===== config.mk =====
export PLATFORM = sky130hd
export DESIGN_NAME = enc_readout_arb
export DESIGN_NICKNAME = d
export VERILOG_FILES = /design/src/rtl/enc_pkg.sv /design/src/rtl/enc_slot.sv /design/src/rtl/enc_readout_arb.sv
export SDC_FILE = /design/constraint.sdc
export NUM_CORES = 1
export LEC_CHECK = 0
export CAP_MARGIN = 20
export CORE_AREA = 3 3 129 162
export DETAILED_ROUTE_END_ITERATION = 10
export DIE_AREA = 0 0 132 165
export PLACE_DENSITY = 0.8
export SKIP_LAST_GASP = 1
export SLEW_MARGIN = 5
export SYNTH_ARGS = -nofsm -noshare
export SYNTH_HDL_FRONTEND = slang
export SYNTH_SLANG_ARGS = --single-unit
export TNS_END_PERCENT = 20

===== constraint.sdc =====
create_clock -name CLK -period 1.7 [get_ports CLK]
set_input_delay 0.255 -clock CLK [delete_from_list [all_inputs] [get_ports CLK]]
set_output_delay 0.255 -clock CLK [all_outputs]
set_load 0.01 [all_outputs]

===== src/rtl/enc_pkg.sv =====
// Shared definitions for the encoder counter readout path.
// Latency: n/a (types and constants only).
// Backpressure: n/a.
package enc_pkg;

    // Snapshot width shared with the encoder counter top.
    localparam int CNT_W_DEF = 64;

    // Channel identifiers as carried on O_CH.
    localparam logic CH0 = 1'b0;
    localparam logic CH1 = 1'b1;

    // Output scheduler states.
    typedef enum logic {
        IDLE = 1'b0,
        SEND = 1'b1
    } state_t;

endpackage


===== src/rtl/enc_slot.sv =====
// One-entry snapshot holding slot with a saturating overrun counter.
// Latency: snapshot visible (full=1) the cycle after its rdy pulse.
// Backpressure: a full slot that is not being taken discards the new snapshot and counts a drop.
module enc_slot
    import enc_pkg::*;
#(
    parameter int CNT_W  = CNT_W_DEF,
    parameter int DROP_W = 16
) (
    input  logic              clk,
    input  logic              rst,
    input  logic              rdy,
    input  logic              arm,
    input  logic              arm_rise,
    input  logic              take,
    input  logic [CNT_W-1:0]  snap_cnt,
    input  logic              snap_ovf,
    output logic              full,
    output logic [CNT_W-1:0]  data,
    output logic              ovf,
    output logic [DROP_W-1:0] drop
);

    logic              full_q, full_d;
    logic [CNT_W-1:0]  data_q, data_d;
    logic              ovf_q, ovf_d;
    logic [DROP_W-1:0] drop_q, drop_d;

    // Capture, release and overrun accounting for the slot.
    always_comb begin
        full_d = full_q;
        data_d = data_q;
        ovf_d  = ovf_q;
        drop_d = drop_q;
        if (!arm) begin
            // Disarmed: pending snapshot is flushed and new pulses are ignored.
            full_d = 1'b0;
        end else begin
            if (take) begin
                full_d = 1'b0;
            end
            if (rdy) begin
                // A slot being drained this cycle can accept the new snapshot.
                if (!full_q || take) begin
                    full_d = 1'b1;
                    data_d = snap_cnt;
                    ovf_d  = snap_ovf;
                end else if (drop_q != '1) begin
                    drop_d = drop_q + DROP_W'(1);
                end
            end
        end
        if (arm_rise) begin
            drop_d = '0;
        end
    end

    // Slot state registers.
    always_ff @(posedge clk) begin
        if (rst) begin
            full_q <= 1'b0;
            data_q <= '0;
            ovf_q  <= 1'b0;
            drop_q <= '0;
        end else begin
            full_q <= full_d;
            data_q <= data_d;
            ovf_q  <= ovf_d;
            drop_q <= drop_d;
        end
    end

    assign full = full_q;
    assign data = data_q;
    assign ovf  = ovf_q;
    assign drop = drop_q;

endmodule


===== src/rtl/enc_readout_arb.sv =====
// Round-robin readout of two encoder snapshot slots onto one valid/ready stream.
// Latency: rdy pulse in cycle N gives O_VALID in cycle N+2 when idle; one word per cycle sustained.
// Backpressure: output word held stable until O_VALID & I_READY; slots absorb one snapshot each, then drop.
module enc_readout_arb
    import enc_pkg::*;
#(
    parameter int P_CNT_W  = CNT_W_DEF,
    parameter int P_DROP_W = 16
) (
    input  logic                CLK,
    input  logic                I_RST,
    input  logic                I_ARM,
    input  logic [P_CNT_W-1:0]  I_CNT0,
    input  logic                I_RDY0,
    input  logic                I_OVF0,
    input  logic [P_CNT_W-1:0]  I_CNT1,
    input  logic                I_RDY1,
    input  logic                I_OVF1,
    output logic                O_VALID,
    input  logic                I_READY,
    output logic [P_CNT_W-1:0]  O_DATA,
    output logic                O_CH,
    output logic                O_OVF,
    output logic [P_DROP_W-1:0] O_DROP0,
    output logic [P_DROP_W-1:0] O_DROP1,
    output logic                O_BUSY
);

    logic               full0, full1;
    logic [P_CNT_W-1:0] sdata0, sdata1;
    logic               sovf0, sovf1;
    logic               take0, take1;

    logic               arm_prev_q, arm_prev_d;
    logic               arm_rise;
    logic               avail0, avail1, any_avail;
    logic               hs, load, sel;

    state_t             state_q, state_d;
    logic               vld_q, vld_d;
    logic [P_CNT_W-1:0] data_q, data_d;
    logic               ch_q, ch_d;
    logic               ovf_q, ovf_d;
    logic               last_q, last_d;

    enc_slot #(.CNT_W(P_CNT_W), .DROP_W(P_DROP_W)) u_slot0 (
        .clk(CLK), .rst(I_RST), .rdy(I_RDY0), .arm(I_ARM), .arm_rise(arm_rise),
        .take(take0), .snap_cnt(I_CNT0), .snap_ovf(I_OVF0),
        .full(full0), .data(sdata0), .ovf(sovf0), .drop(O_DROP0)
    );

    enc_slot #(.CNT_W(P_CNT_W), .DROP_W(P_DROP_W)) u_slot1 (
        .clk(CLK), .rst(I_RST), .rdy(I_RDY1), .arm(I_ARM), .arm_rise(arm_rise),
        .take(take1), .snap_cnt(I_CNT1), .snap_ovf(I_OVF1),
        .full(full1), .data(sdata1), .ovf(sovf1), .drop(O_DROP1)
    );

    // Slots are only eligible while armed, so a flush cycle never emits the flushed word.
    assign avail0    = full0 & I_ARM;
    assign avail1    = full1 & I_ARM;
    assign any_avail = avail0 | avail1;
    assign hs        = vld_q & I_READY;
    assign arm_rise  = I_ARM & ~arm_prev_q;
    assign arm_prev_d = I_ARM;

    // State register.
    always_ff @(posedge CLK) begin
        if (I_RST) begin
            state_q <= IDLE;
        end else begin
            state_q <= state_d;
        end
    end

    // Next-state: leave IDLE when a slot is ready, return once the last word is accepted.
    always_comb begin
        state_d = state_q;
        case (state_q)
            IDLE:    if (any_avail) state_d = SEND;
            SEND:    if (hs && !any_avail) state_d = IDLE;
            default: state_d = IDLE;
        endcase
    end

    // Output word selection, slot release and round-robin update.
    always_comb begin
        load = ((state_q == IDLE) && any_avail) || ((state_q == SEND) && hs && any_avail);
        if (avail0 && avail1) begin
            sel = ~last_q;
        end else begin
            sel = avail1 ? CH1 : CH0;
        end
        take0  = load && (sel == CH0);
        take1  = load && (sel == CH1);
        vld_d  = vld_q;
        data_d = data_q;
        ch_d   = ch_q;
        ovf_d  = ovf_q;
        last_d = last_q;
        if (load) begin
            vld_d  = 1'b1;
            data_d = (sel == CH1) ? sdata1 : sdata0;
            ovf_d  = (sel == CH1) ? sovf1 : sovf0;
            ch_d   = sel;
            last_d = sel;
        end else if (hs) begin
            vld_d = 1'b0;
        end
    end

    // Output and arbitration registers; last=CH1 after reset gives channel 0 first pick.
    always_ff @(posedge CLK) begin
        if (I_RST) begin
            vld_q      <= 1'b0;
            data_q     <= '0;
            ch_q       <= CH0;
            ovf_q      <= 1'b0;
            last_q     <= CH1;
            arm_prev_q <= 1'b0;
        end else begin
            vld_q      <= vld_d;
            data_q     <= data_d;
            ch_q       <= ch_d;
            ovf_q      <= ovf_d;
            last_q     <= last_d;
            arm_prev_q <= arm_prev_d;
        end
    end

    assign O_VALID = vld_q;
    assign O_DATA  = data_q;
    assign O_CH    = ch_q;
    assign O_OVF   = ovf_q;
    assign O_BUSY  = full0 | full1 | vld_q;

endmodule


==> results.json, run 1 <==
{
  "tritoncts.num_buffers": 24,
  "place_area_mm2": 0.01250,
  "grt_setup_unrepaired": "yes",
  "place.detailed.instances": 1558,
  "final_antenna_net_count": 0,
  "fp-row-count": 57,
  "syn-cell-area_mm2": 0.009638,
  "clk_transition_reported_paths_ns": 0.06,
  "tightest_slew_ns": 0.5740,
  "powerDensity_mw_per_mm2": 953.4,
  "layout-area-overhead-vs-synth_pct": 39.21,
  "stdcell_count": 1604,
  "yosys_register_bits": 234,
  "finalSetupViolations": 15,
  "adder_cell_area_share_of_the_yosys_netlist_pct": 0.2596,
  "simple_gate_share_of_the_synthesized_area_pct": 19.03,
  "worstPathArrival_ns": 1.51,
  "hold_viol": 0,
  "core_region_area_mm2": 0.01947,
  "firstDrtPassIters": 4,
  "final-max-slew-violation-count": 0,
  "grt_pass1_wl_um": 41860,
  "critical_path.max_stage_delay_ns": 0.58,
  "power.leakage_nw": 4.795,
  "cap_viol_max_count": 0,
  "insertedDiodeCount": 0,
  "routed_via_density": 5.204,
  "synth_compound_gate_area_share_pct": 16.84,
  "cp.required_ns": 1.44,
  "final_estimated_routing_congestion_in_global_placement": 0.8756,
  "final_nets": 1460,
  "drtIter0Drc": 553,
  "drc": 0,
  "critical_path.n_buffers_inverters": 1,
  "die_width_um": 132,
  "slowest_stage": "sky130_fd_sc_hd__clkdlybuf4s50_1",
  "period_minus_slack_ns": 1.767,
  "cts_tree": "done",
  "max_fo_critical_path": 4,
  "grt_usage_pct": 22.92,
  "grt_use_met2_pct": 41.62,
  "numClockSinks": 234,
  "grt_overflow_total": 0,
  "synth.mux.area_fraction_pct": 7.088,
  "nFillCells": 1495,
  "timing.critical_path.max_delay_family": "buffers and inverters",
  "max_vdd_drop_v": 0.0007187,
  "antenna_found_initial": 0,
  "postLayoutCoreUtil_pct": 68.91,
  "worst-setup-path-type": "reg -> out",
  "clk_latency_ns": 0.50,
  "postLayoutCellArea_mm2": 0.01342,
  "synth_xor_area_share_pct": 2.454,
  "outcome": "finished with violations",
  "drive_gt1_share_pct": 13.89,
  "syn-instance-count": 1081,
  "die_area_mm2": 0.02178,
  "route.vias.total": 8348,
  "crit_path_cell_trace": "clkdlybuf4s50_1",
  "start_util_pct": 49.50,
  "y_dimension_of_the_die_um": 165,
  "synth_top_family_by_area": "simple AND/OR/NAND/NOR gates",
  "first_global_vias": 8514,
  "violations": "setup timing",
  "worstSetupStartpointType": "register",
  "gr-max-usage-layer": "met2",
  "slew-limit-headroom_pct": 61.73,
  "grt_max_degree": 110,
  "io_buffer_count": 235,
  "detail_placement_hpwl_um": 17410,
  "final_min_period_over_clock_period_pct": 103.9,
  "finalClockSkew_ns": 0.01380,
  "synth_fp_nets": 1219,
  "h-tree-depth": 1,
  "clock_tree.buffer_depth": 3,
  "finalWorstSetupSlack_ns": -0.06701,
  "syn_area_per_cell_um2": 8.916,
  "synth_sequential_area_ratio_pct": 48.60,
  "synthesis.yosys.warnings": 0,
  "synthDistinctLibCells": 46,
  "critPathCaptureType": "primary output",
  "grt_util_met3_pct": 4.784,
  "max_clock_freq_mhz": 565.9,
  "grt_util_met1_pct": 27.37,
  "ios": 236,
  "detail_route.wirelength_um": 25760,
  "hp-class": "in -> reg",
  "drt-wirelength-per-cell_um": 16.06,
  "cts_root_buffer_type": "sky130_fd_sc_hd__clkbuf_16"
}
==> tightest hold or removal path: cells and delay by family <==
family	cells	cell delay [ns]
simple gates	1	0.06
compound gates	1	0.05
buf+inv	1	0.39
==> metal layers <==
layer  up-vias  routed length (um)
met2       215               12890
met4         0                 631
met3        47                1550
li1       4142                   -
met1      3944               10690
met5         -                   0
==> layout by cell type (no fill, tap or decap), drive strengths merged, types with 6 or more instances in the layout <==
cell type and n:
a211oi 65, a21oi 137, and3 9, buf 65
clkbuf 33, clkdlybuf4s50 216, dfxtp 234, dlygate4sd2 13
inv 6, mux2i 66, nand2 269, nand3 12
nand4 10, nor2 102, nor4 10, o21ai 7
xnor2 16, xor2 11
==> cell usage after synthesis, drive strengths merged <==
cell / n / area share (%)
nand2: 269 / 10
dfxtp: 234 / 49
a21oi: 137 / 7.1
nor2: 102 / 4.0
mux2i: 66 / 6.9
a211oi: 65 / 7.9
buf: 53 / 4.2
clkbuf: 31 / 1.3
xnor2: 16 / 1.5
nand3: 12 / 0.62
xor2: 11 / 1.0
nand4: 10 / 0.65
nor4: 10 / 0.91
and3: 9 / 0.58
o21ai: 7 / 0.36
inv: 6 / 0.23
nor3: 5 / 0.31
o2111ai: 5 / 0.64
and2: 4 / 0.29
and4: 4 / 0.36
nand2b: 4 / 0.26
a21o: 2 / 0.16
ha: 2 / 0.26
mux2: 2 / 0.23
nand4b: 2 / 0.18
nor2b: 2 / 0.13
nor3b: 2 / 0.16
o211ai: 2 / 0.16
or3: 2 / 0.13
a21bo: 1 / 0.10
a21boi: 1 / 0.12
a221o: 1 / 0.10
a22oi: 1 / 0.078
o21a: 1 / 0.091
==> sequential cells by signal, summed over array words and instances (netlist names), 16 cells and up <==
register / flops
u_slot0.data: 64
u_slot1.drop: 16
u_slot1.data: 64
u_slot0.drop: 16
O_DATA: 64
==> timing repair <==
action                                 CTS  global route
pin swaps                                0             2
endpoints found under the hold margin    2             0
hold buffers                             1             0
buffers inserted                         0             2
resized for setup                       22            19
setup endpoints to repair               70           187
==> metrics by stage <==
| step | setup TNS (ns) | hold slack [ns] | power, mW | worst slack, ns |
|---|---|---|---|---|
| 6_report | -0.5580 | 0.2998 | 12.79 | -0.06701 |
| 5_1_grt | -2.214 | 0.3004 | 13.30 | -0.1050 |
| 4_1_cts | -1.578 | 0.2844 | 12.89 | -0.07634 |
| 3_5_place_dp | -47.70 | 0.4463 | 7.507 | -0.3731 |
| 3_3_place_gp | -36.01 | 0.4412 | 7.467 | -0.2966 |
| 2_1_floorplan | 0 | 0.3724 | 6.742 | 0.04287 |
==> kinds of logic after synthesis <==
kind of cell | after synthesis
multiplexers | 68
adder cells (fa/ha/maj) | 2
buffers and inverters | 90
AO/OA/AOI/OAI | 223
flip-flops | 234
XOR/XNOR | 27
AND/OR/NAND/NOR | 437
==> power by group <==
part	switching [mW]	total, mW	internal (mW)
clock	2.08	5.39	3.31
combinational	0.735	1.54	0.804
sequential	0.132	5.86	5.73
==> path summary, 6_finish.rpt <==
path	start	end	slack [ns]	depth (start not counted)
setup / recovery	u_slot0.drop[15]$_SDFFE_PP0P_	O_DROP0[15]	-0.07	1
hold / removal	I_CNT0[51]	u_slot0.data[51]$_SDFFE_PP0P_	0.30	3
setup reg to reg	u_slot1.drop[0]$_SDFFE_PP0P_	u_slot1.drop[12]$_SDFFE_PP0P_	0.05	6
hold reg to reg	u_slot0.data[43]$_SDFFE_PP0P_	u_slot0.data[43]$_SDFFE_PP0P_	0.45	2
==> cell type report <==
type / instances / area [um2] / area share [%]
well taps: 265 / 331.6 / 2.471
inverters: 6 / 22.52 / 0.1679
clock inverters: 10 / 130.1 / 0.9699
clock buffers: 33 / 695.7 / 5.185
flip-flops and latches: 234 / 4700 / 35.03
multi-input cells: 757 / 4473 / 33.34
repair buffers: 299 / 3064 / 22.84
Note: power is estimated with default switching activity, not from simulation.
==> inputs of run 2 (changes only) <==
--- a/config.mk
+++ b/config.mk
@@ -5,7 +5,8 @@
 export SDC_FILE = /design/constraint.sdc
 export NUM_CORES = 1
 export LEC_CHECK = 0
-export CAP_MARGIN = 20
+export ABC_CLOCK_PERIOD_IN_PS = 1700
+export CAP_MARGIN = 0
 export CORE_AREA = 3 3 129 162
 export DETAILED_ROUTE_END_ITERATION = 10
 export DIE_AREA = 0 0 132 165
==> results of run 2 <==
The final DEF is identical to that of run 1; final timing and power are the same.
